### src/rtl/id_ex_pipe_reg.sv
// ID/EX pipeline register for LANES issue slots with a bundle-level ready/valid handshake and flush.
// Define IDEX_SKID_EN to add a one-bundle skid buffer, which makes in_ready independent of out_ready.
module id_ex_pipe_reg #(
  parameter int LANES  = 2,
  parameter int XLEN   = 32,
  parameter int REGW   = 5,
  parameter int ALUOPW = 4
) (
  input  logic                    clk,
  input  logic                    reset,
  input  logic                    flush,
  input  logic [LANES-1:0]        in_valid,
  output logic                    in_ready,
  input  logic [LANES*XLEN-1:0]   in_pc,
  input  logic [LANES*XLEN-1:0]   in_rs1,
  input  logic [LANES*XLEN-1:0]   in_rs2,
  input  logic [LANES*XLEN-1:0]   in_imm,
  input  logic [LANES*REGW-1:0]   in_rd,
  input  logic [LANES*ALUOPW-1:0] in_alu_op,
  input  logic [LANES-1:0]        in_is_mem,
  input  logic [LANES-1:0]        in_is_store,
  output logic [LANES-1:0]        out_valid,
  input  logic                    out_ready,
  output logic [LANES*XLEN-1:0]   out_pc,
  output logic [LANES*XLEN-1:0]   out_rs1,
  output logic [LANES*XLEN-1:0]   out_rs2,
  output logic [LANES*XLEN-1:0]   out_imm,
  output logic [LANES*REGW-1:0]   out_rd,
  output logic [LANES*ALUOPW-1:0] out_alu_op,
  output logic [LANES-1:0]        out_is_mem,
  output logic [LANES-1:0]        out_is_store
);

  typedef struct packed {
    logic [LANES*XLEN-1:0]   pc;
    logic [LANES*XLEN-1:0]   rs1;
    logic [LANES*XLEN-1:0]   rs2;
    logic [LANES*XLEN-1:0]   imm;
    logic [LANES*REGW-1:0]   rd;
    logic [LANES*ALUOPW-1:0] alu_op;
    logic [LANES-1:0]        is_mem;
    logic [LANES-1:0]        is_store;
  } bundle_t;

  bundle_t          w_in_masked;
  bundle_t          r_main;
  logic [LANES-1:0] r_valid;
  logic             w_full;
  logic             w_out_fire;
  logic             w_in_fire;

  // Invalid lanes carry an all-zero payload so hazard logic never sees a stale rd.
  always_comb begin
    w_in_masked = '0;
    for (int unsigned i = 0; i < LANES; i++) begin
      if (in_valid[i]) begin
        w_in_masked.pc[i*XLEN +: XLEN]         = in_pc[i*XLEN +: XLEN];
        w_in_masked.rs1[i*XLEN +: XLEN]        = in_rs1[i*XLEN +: XLEN];
        w_in_masked.rs2[i*XLEN +: XLEN]        = in_rs2[i*XLEN +: XLEN];
        w_in_masked.imm[i*XLEN +: XLEN]        = in_imm[i*XLEN +: XLEN];
        w_in_masked.rd[i*REGW +: REGW]         = in_rd[i*REGW +: REGW];
        w_in_masked.alu_op[i*ALUOPW +: ALUOPW] = in_alu_op[i*ALUOPW +: ALUOPW];
        w_in_masked.is_mem[i]                  = in_is_mem[i];
        w_in_masked.is_store[i]                = in_is_store[i];
      end
    end
  end

  assign w_full     = |r_valid;
  assign w_out_fire = w_full & out_ready;
  assign w_in_fire  = (|in_valid) & in_ready;

`ifdef IDEX_SKID_EN
  bundle_t          r_skid;
  logic [LANES-1:0] r_skid_valid;

  // Ready depends only on skid occupancy plus reset/flush gating, never on out_ready.
  assign in_ready = !reset & !flush & !(|r_skid_valid);

  always_ff @(posedge clk) begin
    if (reset || flush) begin
      r_valid      <= '0;
      r_main       <= '0;
      r_skid_valid <= '0;
      r_skid       <= '0;
    end else if (w_in_fire && (!w_full || out_ready)) begin
      r_valid <= in_valid;
      r_main  <= w_in_masked;
    end else if (w_in_fire) begin
      r_skid_valid <= in_valid;
      r_skid       <= w_in_masked;
    end else if (w_out_fire) begin
      r_valid <= r_skid_valid;
      if (|r_skid_valid) begin
        r_main       <= r_skid;
        r_skid_valid <= '0;
        r_skid       <= '0;
      end
    end
  end
`else
  assign in_ready = !reset & !flush & (!w_full | out_ready);

  always_ff @(posedge clk) begin
    if (reset || flush) begin
      r_valid <= '0;
      r_main  <= '0;
    end else if (w_in_fire) begin
      r_valid <= in_valid;
      r_main  <= w_in_masked;
    end else if (w_out_fire) begin
      r_valid <= '0;
    end
  end
`endif

  assign out_valid    = r_valid;
  assign out_pc       = r_main.pc;
  assign out_rs1      = r_main.rs1;
  assign out_rs2      = r_main.rs2;
  assign out_imm      = r_main.imm;
  assign out_rd       = r_main.rd;
  assign out_alu_op   = r_main.alu_op;
  assign out_is_mem   = r_main.is_mem;
  assign out_is_store = r_main.is_store;

endmodule

### config.mk
export PLATFORM = sky130hd
export DESIGN_NAME = id_ex_pipe_reg
export DESIGN_NICKNAME = d
export VERILOG_FILES = /design/src/rtl/id_ex_pipe_reg.sv
export SDC_FILE = /design/constraint.sdc
export NUM_CORES = 1
export LEC_CHECK = 0
export BUFFER_PORTS_ARGS = -buffer_cell sky130_fd_sc_hd__buf_2
export CELL_PAD_IN_SITES_DETAIL_PLACEMENT = 1
export CELL_PAD_IN_SITES_GLOBAL_PLACEMENT = 1
export CORE_AREA = 2 2 217 219
export DETAILED_ROUTE_END_ITERATION = 12
export DIE_AREA = 0 0 219 221
export PLACE_DENSITY = 0.62
export SLEW_MARGIN = 0
export SYNTH_ARGS = -nofsm -noshare
export SYNTH_HDL_FRONTEND = slang
export SYNTH_SLANG_ARGS = --single-unit
export TNS_END_PERCENT = 20
### constraint.sdc
create_clock -name clk -period 1.8 [get_ports clk]
set_input_delay 0.18 -clock clk [delete_from_list [all_inputs] [get_ports clk]]
set_output_delay 0.18 -clock clk [all_outputs]
set_load 0.02 [all_outputs]
After elaboration in Yosys (flattened, before gate mapping)
Cells that the tools add are included.
{ "word_totals": {"register_bits": 280, "in_bits": 284, "output_inout_bits": 281, "wordCells": 39} }
{ "op_classes": {"muxes": 18, "bitwise": 5, "n_reduce_logical": 7} }
{ "ops": {"columns": ["op", "n"], "rows": [
  ["32-bit two-way mux", 8],
  ["5-bit two-way mux", 2],
  ["4-bit two-way mux", 2],
  ["1-bit AND", 4],
  ["1-bit two-way mux", 4],
  ["2-bit two-way mux", 2],
  ["2-bit OR reduction", 2],
  ["1-bit logical NOT", 3],
  ["2-bit nonzero test", 1],
  ["1-bit logical OR", 1],
  ["1-bit bitwise OR", 1]
]} }

Longest topological paths before layout
{ "depth": {"word_depth": 6, "ltp_mapped": 6, "mapped_depth_nobuf": 3} }

Worst setup path after synthesis
OpenSTA, ideal clock, no wires.
{ "synth_path": {"path_kind": "register to register", "start": "register r_valid[1], in the netlist out_valid[1]", "end": "register r_main (netlist bit out_pc[22])", "setup_time_ps": 117, "arrival_ps": 1383, "t_required_ps": 1683, "path_slack_ps": 299, "stages_incl_launch_ff": 7, "path_buffers": 3, "synth_period_minus_slack_ps": 1501, "path_cell_list": "dfxtp_1 -> o21bai_4 -> and3_1 -> buf_2 -> buf_2 -> buf_6 -> a32o_1"} }
{ "synth_via": {"elab_chain_cells": 5} }
{ "synth_lines": {"columns": ["element", "line", "text"], "rows": [
  ["from (decl)", "47", "logic [LANES-1:0] r_valid;"],
  ["from (signal assigned)", "109", "r_valid <= in_valid;"],
  ["2-bit OR reduction", "69", "assign w_full = |r_valid;"],
  ["1-bit logical NOT", "102", "assign in_ready = !reset & !flush & (!w_full | out_ready);"],
  ["1-bit bitwise OR", "102", null],
  ["1-bit AND", "102", null],
  ["1-bit AND", "71", "assign w_in_fire = (|in_valid) & in_ready;"],
  ["to (signal assigned)", "110", "r_main <= w_in_masked;"],
  ["to (decl)", "46", "bundle_t r_main;"]
]} }
Every way passes these cells.
A chain may end at the register's enable or synchronous reset.

Final worst setup path
{ "layout_path": {"start": "register r_valid[1], in the netlist out_valid[1]", "end": "output port in_ready"} }
{ "layout_via": {"elab_chain_cells": 4} }
{ "layout_lines": {"columns": ["element", "line", "text"], "rows": [
  ["2-bit OR reduction", "69", null],
  ["1-bit logical NOT", "102", null],
  ["1-bit bitwise OR", "102", null],
  ["1-bit AND", "102", null],
  ["to (decl)", "13", "output logic in_ready,"]
]} }
Every way passes these cells.

==> flow_summary.toml <==
[run_status]
run_status = "completed"

[critical_path]
crit-reg2reg-capture = "out_rs2[14]$_SDFFE_PP0P_"
worst-endpoint-required_ns = 1.62
crit_path_max_fanout = 4
timing.critical_path.from = "out_valid[1]$_SDFFE_PP0P_"
reg2reg_from = "out_valid[1]$_SDFFE_PP0P_"
criticalPathCategory = "reg -> out"
setup.reg_to_reg.worst_slack_ns = 0.16
start_kind = "register"
critPathArrivalTime_ns = 1.47
crit_path_end_kind = "primary output"
r2r_cells = 5
endpoint = "in_ready"

[routing]
drt_first_iter_violations = 526
drt.antenna.violating_nets = 0
finalWirelength_um = 40600
avgViaCountPerCell = 4.63
post_drt_wl_per_cell_um = 19.2
firstDrtPassIters = 5
vias = 9778
drt_drc_violations_left = 0

[cts]
clock-root-buffer = "clkbuf_16"
cts_inserted_buffers = 31
cts-resized-gates = 0
cts-root-to-sink-buffers = 3
cts_sinks = 280
h-tree-depth = 1
clkSlewWorstSetupHoldPaths_ns = 0.06
tritoncts = "yes"
clk-insertion-delay-late_ns = 0.56

[synthesis]
netlist_area_sq_mm = 0.00901
synthCells = 664
postSynthAreaPerCell_sq_um = 13.6
synthDistinctLibCells = 19
synth_nets = 948
ys_seq_area_share_pct = 62.2
ffs_latches_synth = 280
yosys_warnings = 0

[timing]
period_share_pct = 91.9
final-setup-viol-count = 0
clock-skew-final_ns = 0.0123
finalHoldViolations = 0
timing.max_slew.rel_slack_pct = 59.2
fin_setup_tns_ns = 0
max_fclk_mhz = 604
report.final.slew_viol_count = 0
layout_min_cycle_time_ns = 1.65
worst_margin_pin_slew_ns = 0.612
rsz0062_at_grt = "false"

[placed_design]
place.detailed.hpwl_um = 24300
place_inst = 1766
port_buffers = 564
globalplace.congestion = 0.758

[die]
initial_utilization_pct = 19.6
die_area_sq_mm = 0.0484
std_cell_rows = 79
die_x_um = 219
pin_count = 565
core_region_area_sq_mm = 0.0461
dieHeight_um = 221

[final_layout]
final_layout_size_suffix_gt1_share_pct = 42.7
nNetsFinal = 1761
layout.cells.non_filler = 2111
synthToLayoutAreaGrowth_pct = 80.5
multi_input_area_sq_mm = 0.00290
num-fill-cells = 5211
ff_latch_area_sq_mm = 0.00561

[grt]
largest_net_degree_at_the_start_of_global_routing = 116
vias_in_the_first_global_route = 10700
global_route.usage.met1_pct = 16.2
global_route.usage.met3_pct = 4.21
gr-max-usage-layer = "met2"
grt.overflow.total = 0
use_met2_pct = 29.3
grt_antenna_before_repair = 5
grt_first_pass_wirelength_um = 60800
gr-usage-all-layers_pct = 15.7

[power]
max-vdd-ir-drop_mv = 0.715
leakagePower_nw = 7.36
power_mw = 14.8
power-per-cell-area_mw_per_mm2 = 909

[flow_run]
cap_viol_max_count = 0

[worst_hold_path]
hold_path_class = "in -> reg"
registers in the layout, indices dropped and copies added (netlist names):
name          flops
out_imm          64
out_pc           64
out_rs1          64
out_rs2          64
out_rd           10
out_alu_op        8
out_is_mem        2
out_is_store      2
out_valid         2
cell families (layout without fill, tap and decap cells):
logic type             count (synthesis)  count (layout)  synth area share, %
flip-flops                           280             280                 62.2
AND/OR/NAND/NOR                        7               7                0.458
other                                  0               4                    0
buffers and inverters                 94             930                 5.82
AO/OA/AOI/OAI                        283             283                 31.5
worst max-delay path: stages (launching register included):
cell and delay [ns]:
dfxtp_1 0.35, o21bai_4 0.22, and2_1 0.16, buf_2 0.18
layer usage:
metal / vias up / wire length, um
met1: 4818 / 14600
met5: - / 7
met4: 2 / 1620
met3: 113 / 2950
met2: 425 / 21400
li1: 4420 / -
how the worst min path moves through the flow:
stage / startpoint / end / cells after the start / slack, ns
floorplan: in_alu_op[0] / out_alu_op[0]$_SDFFE_PP0P_ / 1 / 0.31
global placement: in_rs1[62] / out_rs1[62]$_SDFFE_PP0P_ / 2 / 0.39
detailed placement: in_rd[4] / out_rd[4]$_SDFFE_PP0P_ / 2 / 0.39
CTS: flush / out_pc[23]$_SDFFE_PP0P_ / 4 / 0.17
global route: reset / out_pc[23]$_SDFFE_PP0P_ / 4 / 0.22
finish: flush / out_pc[23]$_SDFFE_PP0P_ / 4 / 0.22
cell type report:
class / count / share of cell area [%]
Sequential cell: 280 / 34.5
Clock buffer: 47 / 5.57
Inverter: 1 / 0.0231
Antenna cell: 4 / 0.0615
Clock inverter: 9 / 0.469
Tap cell: 607 / 4.67
Multi-Input combinational cell: 290 / 17.8
Timing Repair Buffer: 873 / 36.9
cells in the mapped netlist (all sizes together):
library cell / instances / area (sq um)
a21oi: 1 / 5.00
a2bb2oi: 1 / 8.76
a32o: 278 / 2780
and2: 1 / 6.26
and3: 2 / 12.5
buf: 67 / 423
clkbuf: 26 / 97.6
dfxtp: 280 / 5610
inv: 1 / 3.75
nand2b: 1 / 6.26
nor2: 2 / 10.0
o211ai: 1 / 21.3
o21ai: 1 / 5.00
o21bai: 1 / 18.8
or2: 1 / 6.26
power by group:
part	switching, mW	leakage, nW	internal (mW)
Sequential	0.137	2.28	6.44
Combinational	1.04	4.60	1.01
Clock	2.57	0.485	3.59
Total	3.74	7.36	11.0
cells in the final DEF (no fill, tap or decap):
cell and n:
a32o_1 278, o211ai_4 1, buf_2 564, diode_2 4, inv_1 1, clkinvlp_4 1
or2_2 1, bufinv_16 1, buf_4 12, o21ai_0 1, dlygate4sd3_1 285, buf_12 12
a2bb2oi_1 1, clkbuf_1 9, nor2_4 1, and3_4 2, dfxtp_1 280, clkinv_2 6
clkinv_4 1, nor2_1 1, nand2b_1 1, a21oi_1 1, clkbuf_8 7, clkbuf_16 31
and2_1 1, o21bai_4 1
timing repair:
action                                  in CTS  in global routing
hold buffers                               285                  0
buffers inserted                             0                  0
endpoints found under the setup margin       0                  0
hold endpoints to repair                   280                  0
through the flow:
step	setup WS, ns	hold WS [ns]	util (%)	instance area, sq um
after floorplan	0.299	0.306	-	9010
after global placement	0.254	0.389	27.0	12400
after detailed placement	0.219	0.394	27.0	12400
after CTS	0.105	0.170	35.3	16300
after global routing	0.0725	0.215	35.3	16300
final	0.145	0.224	35.3	16300
Power figures use the tool's default switching activity.
